`config.mk`:
```
export PLATFORM = sky130hd
export DESIGN_NAME = decode_stage
export DESIGN_NICKNAME = d
export VERILOG_FILES = /design/src/rtl/cpu_pkg.sv /design/src/rtl/hazard_unit.sv /design/src/rtl/decode_stage.sv
export SDC_FILE = /design/constraint.sdc
export NUM_CORES = 1
export LEC_CHECK = 0
export BUFFER_PORTS_ARGS = -buffer_cell sky130_fd_sc_hd__buf_2
export CORE_MARGIN = 2
export CORE_UTILIZATION = 45
export CTS_CLUSTER_DIAMETER = 50
export CTS_CLUSTER_SIZE = 28
export DETAILED_ROUTE_END_ITERATION = 8
export PLACE_DENSITY_LB_ADDON = 0.3
export SLEW_MARGIN = 20
export SYNTH_ARGS = -nofsm -noshare
export SYNTH_HDL_FRONTEND = slang
export SYNTH_HIERARCHICAL = 1
export SYNTH_SLANG_ARGS = --single-unit
```
`constraint.sdc`:
```
create_clock -name clk -period 2.4 [get_ports clk]
set_input_delay 0.36 -clock clk [delete_from_list [all_inputs] [get_ports clk]]
set_output_delay 0.36 -clock clk [all_outputs]
set_load 0.005 [all_outputs]
```
`src/rtl/cpu_pkg.sv`:
```
// Shared ISA definitions for the decode pipeline: opcodes, instruction field
// positions, the ID/EX bundle and small decode helpers.
package cpu_pkg;

    typedef enum logic [3:0] {
        OP_NOP    = 4'h0,
        OP_ADD    = 4'h1,
        OP_SUB    = 4'h2,
        OP_AND    = 4'h3,
        OP_OR     = 4'h4,
        OP_XOR    = 4'h5,
        OP_SHL    = 4'h6,
        OP_SHR    = 4'h7,
        OP_LD     = 4'h8,
        OP_ST     = 4'h9,
        OP_LDI    = 4'hA,
        OP_BR     = 4'hB,
        OP_JMP    = 4'hC,
        OP_RSVD_D = 4'hD,
        OP_RSVD_E = 4'hE,
        OP_HALT   = 4'hF
    } opcode_e;

    localparam int OP_MSB = 15;
    localparam int OP_LSB = 12;
    localparam int RD_MSB = 11;
    localparam int RD_LSB = 8;
    localparam int RS_MSB = 7;
    localparam int RS_LSB = 4;
    localparam int RT_MSB = 3;
    localparam int RT_LSB = 0;
    localparam int IMM_W  = 16;

    typedef struct packed {
        logic             valid;
        logic [3:0]       op;
        logic [3:0]       rd;
        logic [3:0]       rs;
        logic [3:0]       rt;
        logic [IMM_W-1:0] imm;
    } dx_t;

    function automatic logic reads_rs(input logic [3:0] op);
        return ((op >= OP_ADD) && (op <= OP_ST)) || (op == OP_BR);
    endfunction

    function automatic logic reads_rt(input logic [3:0] op);
        return ((op >= OP_ADD) && (op <= OP_SHR)) || (op == OP_ST);
    endfunction

    // Reserved opcodes still issue, but as an all-zero NOP.
    function automatic logic is_defined(input logic [3:0] op);
        return (op <= OP_JMP) || (op == OP_HALT);
    endfunction

    function automatic logic signed [IMM_W-1:0] sext8(input logic [7:0] v);
        return {{(IMM_W-8){v[7]}}, v};
    endfunction

    function automatic logic signed [IMM_W-1:0] sext12(input logic [11:0] v);
        return {{(IMM_W-12){v[11]}}, v};
    endfunction

endpackage

```
`src/rtl/hazard_unit.sv`:
```
// Load-use detection and per-cycle priority resolution for the decode stage;
// turns flush/hold/halt/hazard/jump conditions into register controls.
module hazard_unit
    import cpu_pkg::*;
(
    input  logic       i_ex_flush,
    input  logic       i_ex_stall,
    input  logic       i_halted,
    input  logic       i_dx_valid,
    input  logic [3:0] i_dx_op,
    input  logic [3:0] i_dx_rd,
    input  logic       i_id_valid,
    input  logic [3:0] i_id_op,
    input  logic [3:0] i_id_rs,
    input  logic [3:0] i_id_rt,
    output logic       o_stall,
    output logic       o_branch_to_new,
    output logic       o_ifid_hold,
    output logic       o_ifid_squash,
    output logic       o_dx_hold,
    output logic       o_dx_bubble
);

    logic w_rs_hit;
    logic w_rt_hit;
    logic w_ld_use;
    logic w_jmp;

    assign w_rs_hit = reads_rs(i_id_op) && (i_id_rs == i_dx_rd);
    assign w_rt_hit = reads_rt(i_id_op) && (i_id_rt == i_dx_rd);
    assign w_ld_use = i_dx_valid && (i_dx_op == OP_LD) && i_id_valid && (w_rs_hit || w_rt_hit);
    assign w_jmp    = i_id_valid && (i_id_op == OP_JMP);

    always_comb begin
        o_stall         = 1'b0;
        o_branch_to_new = 1'b0;
        o_ifid_hold     = 1'b0;
        o_ifid_squash   = 1'b0;
        o_dx_hold       = 1'b0;
        o_dx_bubble     = 1'b0;
        if (i_ex_flush) begin
            o_ifid_squash = 1'b1;
            o_dx_bubble   = 1'b1;
        end else if (i_ex_stall) begin
            o_stall     = 1'b1;
            o_ifid_hold = 1'b1;
            o_dx_hold   = 1'b1;
        end else if (i_halted || w_ld_use) begin
            o_stall     = 1'b1;
            o_ifid_hold = 1'b1;
            o_dx_bubble = 1'b1;
        end else if (w_jmp) begin
            // Wrong-path slot arriving this edge is captured but invalidated.
            o_branch_to_new = 1'b1;
            o_ifid_squash   = 1'b1;
            o_dx_bubble     = 1'b1;
        end
    end

endmodule

```
`src/rtl/decode_stage.sv`:
```
// Second pipeline stage: IF/ID register, 16-bit instruction decode into the
// ID/EX register, decode-time jump redirect and halt latch.
module decode_stage
    import cpu_pkg::*;
#(
    parameter int PC_W   = 16,
    parameter int INST_W = 16
)(
    input  logic              clk,
    input  logic              rst,
    input  logic [PC_W-1:0]   pc,
    input  logic [INST_W-1:0] inst,
    input  logic              inst_invalid,
    input  logic              ex_stall,
    input  logic              ex_flush,
    output logic              stall,
    output logic              branch_to_new,
    output logic [PC_W-1:0]   branch_pc,
    output logic              dx_valid,
    output logic [PC_W-1:0]   dx_pc,
    output logic [3:0]        dx_op,
    output logic [3:0]        dx_rd,
    output logic [3:0]        dx_rs,
    output logic [3:0]        dx_rt,
    output logic [15:0]       dx_imm,
    output logic              halted
);

    logic [PC_W-1:0]   r_pc_p1;
    logic [INST_W-1:0] r_inst_p1;
    logic              r_vld_p1;
    dx_t               r_dx_p2;
    logic [PC_W-1:0]   r_dx_pc_p2;
    logic              r_halted;

    logic [3:0]        w_op;
    logic [3:0]        w_rd;
    logic [3:0]        w_rs;
    logic [3:0]        w_rt;
    dx_t               w_dx_dec;
    logic [PC_W-1:0]   w_jmp_off;
    logic              w_stall;
    logic              w_branch_to_new;
    logic              w_ifid_hold;
    logic              w_ifid_squash;
    logic              w_dx_hold;
    logic              w_dx_bubble;

    assign w_op = r_inst_p1[OP_MSB:OP_LSB];
    assign w_rd = r_inst_p1[RD_MSB:RD_LSB];
    assign w_rs = r_inst_p1[RS_MSB:RS_LSB];
    assign w_rt = r_inst_p1[RT_MSB:RT_LSB];

    hazard_unit u_hazard (
        .i_ex_flush      (ex_flush),
        .i_ex_stall      (ex_stall),
        .i_halted        (r_halted),
        .i_dx_valid      (r_dx_p2.valid),
        .i_dx_op         (r_dx_p2.op),
        .i_dx_rd         (r_dx_p2.rd),
        .i_id_valid      (r_vld_p1),
        .i_id_op         (w_op),
        .i_id_rs         (w_rs),
        .i_id_rt         (w_rt),
        .o_stall         (w_stall),
        .o_branch_to_new (w_branch_to_new),
        .o_ifid_hold     (w_ifid_hold),
        .o_ifid_squash   (w_ifid_squash),
        .o_dx_hold       (w_dx_hold),
        .o_dx_bubble     (w_dx_bubble)
    );

    always_comb begin
        w_dx_dec = '0;
        if (r_vld_p1) begin
            w_dx_dec.valid = 1'b1;
            if (is_defined(w_op)) begin
                w_dx_dec.op = w_op;
                w_dx_dec.rd = w_rd;
                w_dx_dec.rs = w_rs;
                w_dx_dec.rt = w_rt;
                if (w_op == OP_LDI) begin
                    w_dx_dec.imm = sext8(r_inst_p1[7:0]);
                end else if ((w_op == OP_BR) || (w_op == OP_JMP)) begin
                    w_dx_dec.imm = sext12(r_inst_p1[11:0]);
                end
            end
        end
    end

    // Target wraps mod 2^PC_W; driven whenever the IF/ID opcode is JMP.
    assign w_jmp_off = PC_W'(sext12(r_inst_p1[11:0]));
    assign branch_pc = (w_op == OP_JMP) ? (r_pc_p1 + w_jmp_off) : '0;

    assign stall         = w_stall & ~rst;
    assign branch_to_new = w_branch_to_new & ~rst;

    // IF/ID boundary
    always_ff @(posedge clk or posedge rst) begin
        if (rst) begin
            r_pc_p1   <= '0;
            r_inst_p1 <= '0;
            r_vld_p1  <= 1'b0;
        end else if (!w_ifid_hold) begin
            r_pc_p1   <= pc;
            r_inst_p1 <= inst;
            r_vld_p1  <= !inst_invalid && !w_ifid_squash;
        end
    end

    // ID/EX boundary
    always_ff @(posedge clk or posedge rst) begin
        if (rst) begin
            r_dx_p2    <= '0;
            r_dx_pc_p2 <= '0;
            r_halted   <= 1'b0;
        end else if (!w_dx_hold) begin
            if (w_dx_bubble) begin
                r_dx_p2    <= '0;
                r_dx_pc_p2 <= '0;
            end else begin
                r_dx_p2    <= w_dx_dec;
                r_dx_pc_p2 <= r_vld_p1 ? r_pc_p1 : '0;
                if (r_vld_p1 && (w_op == OP_HALT)) begin
                    r_halted <= 1'b1;
                end
            end
        end
    end

    assign dx_valid = r_dx_p2.valid;
    assign dx_pc    = r_dx_pc_p2;
    assign dx_op    = r_dx_p2.op;
    assign dx_rd    = r_dx_p2.rd;
    assign dx_rs    = r_dx_p2.rs;
    assign dx_rt    = r_dx_p2.rt;
    assign dx_imm   = r_dx_p2.imm;
    assign halted   = r_halted;

endmodule

```
==> flow_metrics.py <==
metrics = {
    "synthesis": {
        "yosysTopAreaCell": "dfrtp_1",
        "synth_commonest_cells": "dfrtp_1, a22o_1, mux2_2",
        "synth_area_per_cell_um2": 11.31,
        "synth_cell_types": 46,
        "synthCells": 361,
        "yosys_register_bits": 79,
        "synthesis.nets": 414,
        "ys.warnings.count": 6,
        "synth_edf_count": 0,
        "synth_area_leaders": "dfrtp_1, a22o_1, mux2_2",
        "synth_flop_cell": "dfrtp_1",
        "ys_seq_area_frac": 0.4842,
        "synthArstFlopShare": 1.000,
        "yosysMostFrequentCell": "dfrtp_1",
        "synth_top_area_frac": 0.4842,
        "syn_area_mm2": 0.004083,
    },
    "cts": {
        "clk_pin_slew_worst_paths_ns": 0.11,
        "htree_levels": 3,
        "cts_made_buffers": 9,
        "root_buffer": "clkbuf_8",
        "postCtsHoldBufs": 0,
        "cts.sinks": 79,
        "clk_latency_ns": 0.39,
        "cts_buffer_depth": 2,
        "cts_tree": "done",
    },
    "global_routing": {
        "grt_pass1_vias": 3432,
        "antenna_found_initial": 0,
        "grt.overflow.total": 0,
        "grt_pass1_wl_um": 17710,
        "grt_use_total": 0.2290,
        "grt_max_degree": 46,
    },
    "final_layout": {
        "utilization": 0.6699,
        "final_layout_size_suffix_gt1_frac": 0.5300,
        "finalNetCount": 565,
        "fillerInstances": 644,
        "syn_to_final_growth_pct": 43.79,
        "n_antenna_cell": 0,
        "postLayoutCellArea_mm2": 0.005871,
    },
    "critical_path": {
        "r2r_end": "r_pc_p1[10]",
        "cp-end-kind": "primary output",
        "r2r_slack_ns": -0.13,
        "path_class": "flip-flop to primary output",
        "worst_ep_required_time_ns": 2.04,
        "cp_data_arrival_time_ns": 2.37,
        "worstPathMaxFanout": 4,
        "reg2reg_from": "r_inst_p1[5]",
        "critPathLaunchType": "flip-flop",
        "cp-endpoint": "branch_pc[12]",
        "r2r_cells": 11,
        "startpoint": "r_inst_p1[0]",
    },
    "pwr": {
        "p_total_uw": 3915,
        "max-vdd-ir-drop_mv": 0.2988,
        "powerDensity_mw_per_mm2": 666.9,
        "p_leak_uw": 0.002909,
    },
    "floorplan": {
        "dieArea_mm2": 0.009851,
        "die_x_um": 99.25,
        "core_area_mm2": 0.008763,
        "ios": 105,
        "die_h_um": 99.25,
        "start_util": 0.4659,
        "num_rows": 34,
    },
    "sta": {
        "fin_worst_skew_ns": 0.02287,
        "setup_tns_ns": -7.310,
        "slew_headroom": 0.5657,
        "drv_slew": 0,
        "worst_slew_pin_slew_ns": 0.6507,
        "fin_crit_sh": 1.138,
        "fin_crit_ns": 2.732,
        "clock.fmax_mhz": 366.1,
        "rsz0062_at_grt": "true",
        "setup_viol": 64,
        "fin_ws_ns": -0.3315,
        "finalHoldViolCount": 0,
    },
    "detailed_routing": {
        "antenna_left": 0,
        "wl_per_cell_um": 20.27,
        "viasPerCell": 5.688,
        "drt_wl_total_um": 12670,
        "drc_errors": 0,
        "drt-initial-drc-count": 198,
        "vias": 3555,
        "dr.pass1.iters": 4,
    },
    "placed_design": {
        "place.gp.congestion": 0.8358,
        "place_hpwl_um": 7861,
        "io_buffers": 104,
        "dpl_cell_area_mm2": 0.004916,
    },
    "status": {
        "violations": "setup timing",
        "status": "finished, violations left",
    },
    "job": {
        "cap_violations": 0,
    },
    "worst_hold_path": {
        "hold_class": "primary input to asynchronous set/reset pin",
    },
}
worst min path at each step:
| stage | start | to | slack, ns | depth (start not counted) |
|---|---|---|---|---|
| after floorplan | inst_invalid | r_vld_p1 | 0.45 | 1 |
| after global placement | rst | dx_op[1] | 0.47 | 2 |
| after detailed placement | rst | dx_op[1] | 0.48 | 2 |
| after CTS | rst | dx_op[1] | 0.09 | 2 |
| after global routing | rst | dx_op[1] | 0.11 | 2 |
| final | rst | dx_op[1] | 0.04 | 2 |
worst max-delay path, cell delays in order (launching register included):
cell	delay [ns]
dfrtp_1	0.40
ha_2	0.18
inv_2	0.05
fa_2	0.17
and2b_1	0.22
o2111ai_4	0.25
a21oi_4	0.11
buf_4	0.15
or3_1	0.30
nand3_1	0.07
buf_2	0.11
what timing repair did:
item	CTS	global route
endpoints found under the hold margin	0	0
buffers inserted	12	13
gates resized for setup	33	77
pin swaps	16	21
gates cloned	0	4
setup endpoints to repair	26	90
stage by stage:
stage / std cells / setup slack, ns / hold slack, ns
6_report: 625 / -0.3315 / 0.04004
5_1_grt: 625 / -0.4305 / 0.1110
4_1_cts: 611 / -0.3110 / 0.08511
3_5_place_dp: 584 / -0.009435 / 0.4753
3_3_place_gp: 584 / 0.01357 / 0.4658
2_1_floorplan: 361 / 0.01662 / 0.4463
state kept, by name (all words and copies together) (netlist names):
register / cells
dx_pc: 16
r_vld_p1: 1
dx_rd: 4
r_inst_p1: 16
dx_op: 4
r_pc_p1: 16
dx_valid: 1
halted: 1
dx_rt: 4
dx_rs: 4
dx_imm: 12
cell type report:
class                   instances  area, um^2  area share
repair buffers                166        1115      0.1899
clock inverters                 7       61.31     0.01044
clock buffers                   9       123.9     0.02110
multi-input cells             249        2417      0.4118
flip-flops and latches         79        1991      0.3391
well taps                     108       135.1     0.02302
inverters                       7       27.53    0.004689
cell usage in the layout (no fill, tap or decap), types with 4 or more instances in the layout:
cell      netlist  layout
xnor2_1         6       5
buf_4           8      48
inv_1           6       4
clkbuf_8        0       9
buf_2          10     104
dfrtp_1        79      68
nand4_1         6       6
buf_6           1       7
dfrtp_2         0      11
o21ai_0        11       8
ha_4            0      14
xor2_1         11      10
a21oi_1        19      16
nor3_1          4       4
a21o_1          9       9
buf_12          0       4
a22o_1         43      43
nor2b_1         7       6
nand3_1         7       6
nor2_1         15      15
mux2_4          0      32
nand2_1        20      17
nand2b_1        5       5
cell families (layout without fill, tap and decap cells):
group           count (synthesis)  in the layout  share of synthesized area
simple gates                   75             75                    0.09715
xor+xnor                       17             17                    0.03647
buf+inv                        33            189                    0.04260
fa+ha+maj                      16             16                    0.05087
mux                            35             35                    0.09562
flops                          79             79                     0.4842
compound gates                106            106                     0.1931
power breakdown:
| part | total [uW] | switching [uW] | internal, uW |
|---|---|---|---|
| combinational | 1400 | 664 | 734 |
| clock | 966 | 571 | 395 |
| sequential | 1550 | 123 | 1430 |
| total | 3920 | 1360 | 2560 |
metal layers:
metal | vias up | share of wire | track usage
li1 | 1628 | - | -
met1 | 1742 | 0.43 | 0.3152
met2 | 151 | 0.47 | 0.3633
met3 | 34 | 0.062 | 0.04146
met4 | 0 | 0.034 | 0.08641
met5 | - | 0 | 0
Note: power is estimated with default switching activity, not from simulation.
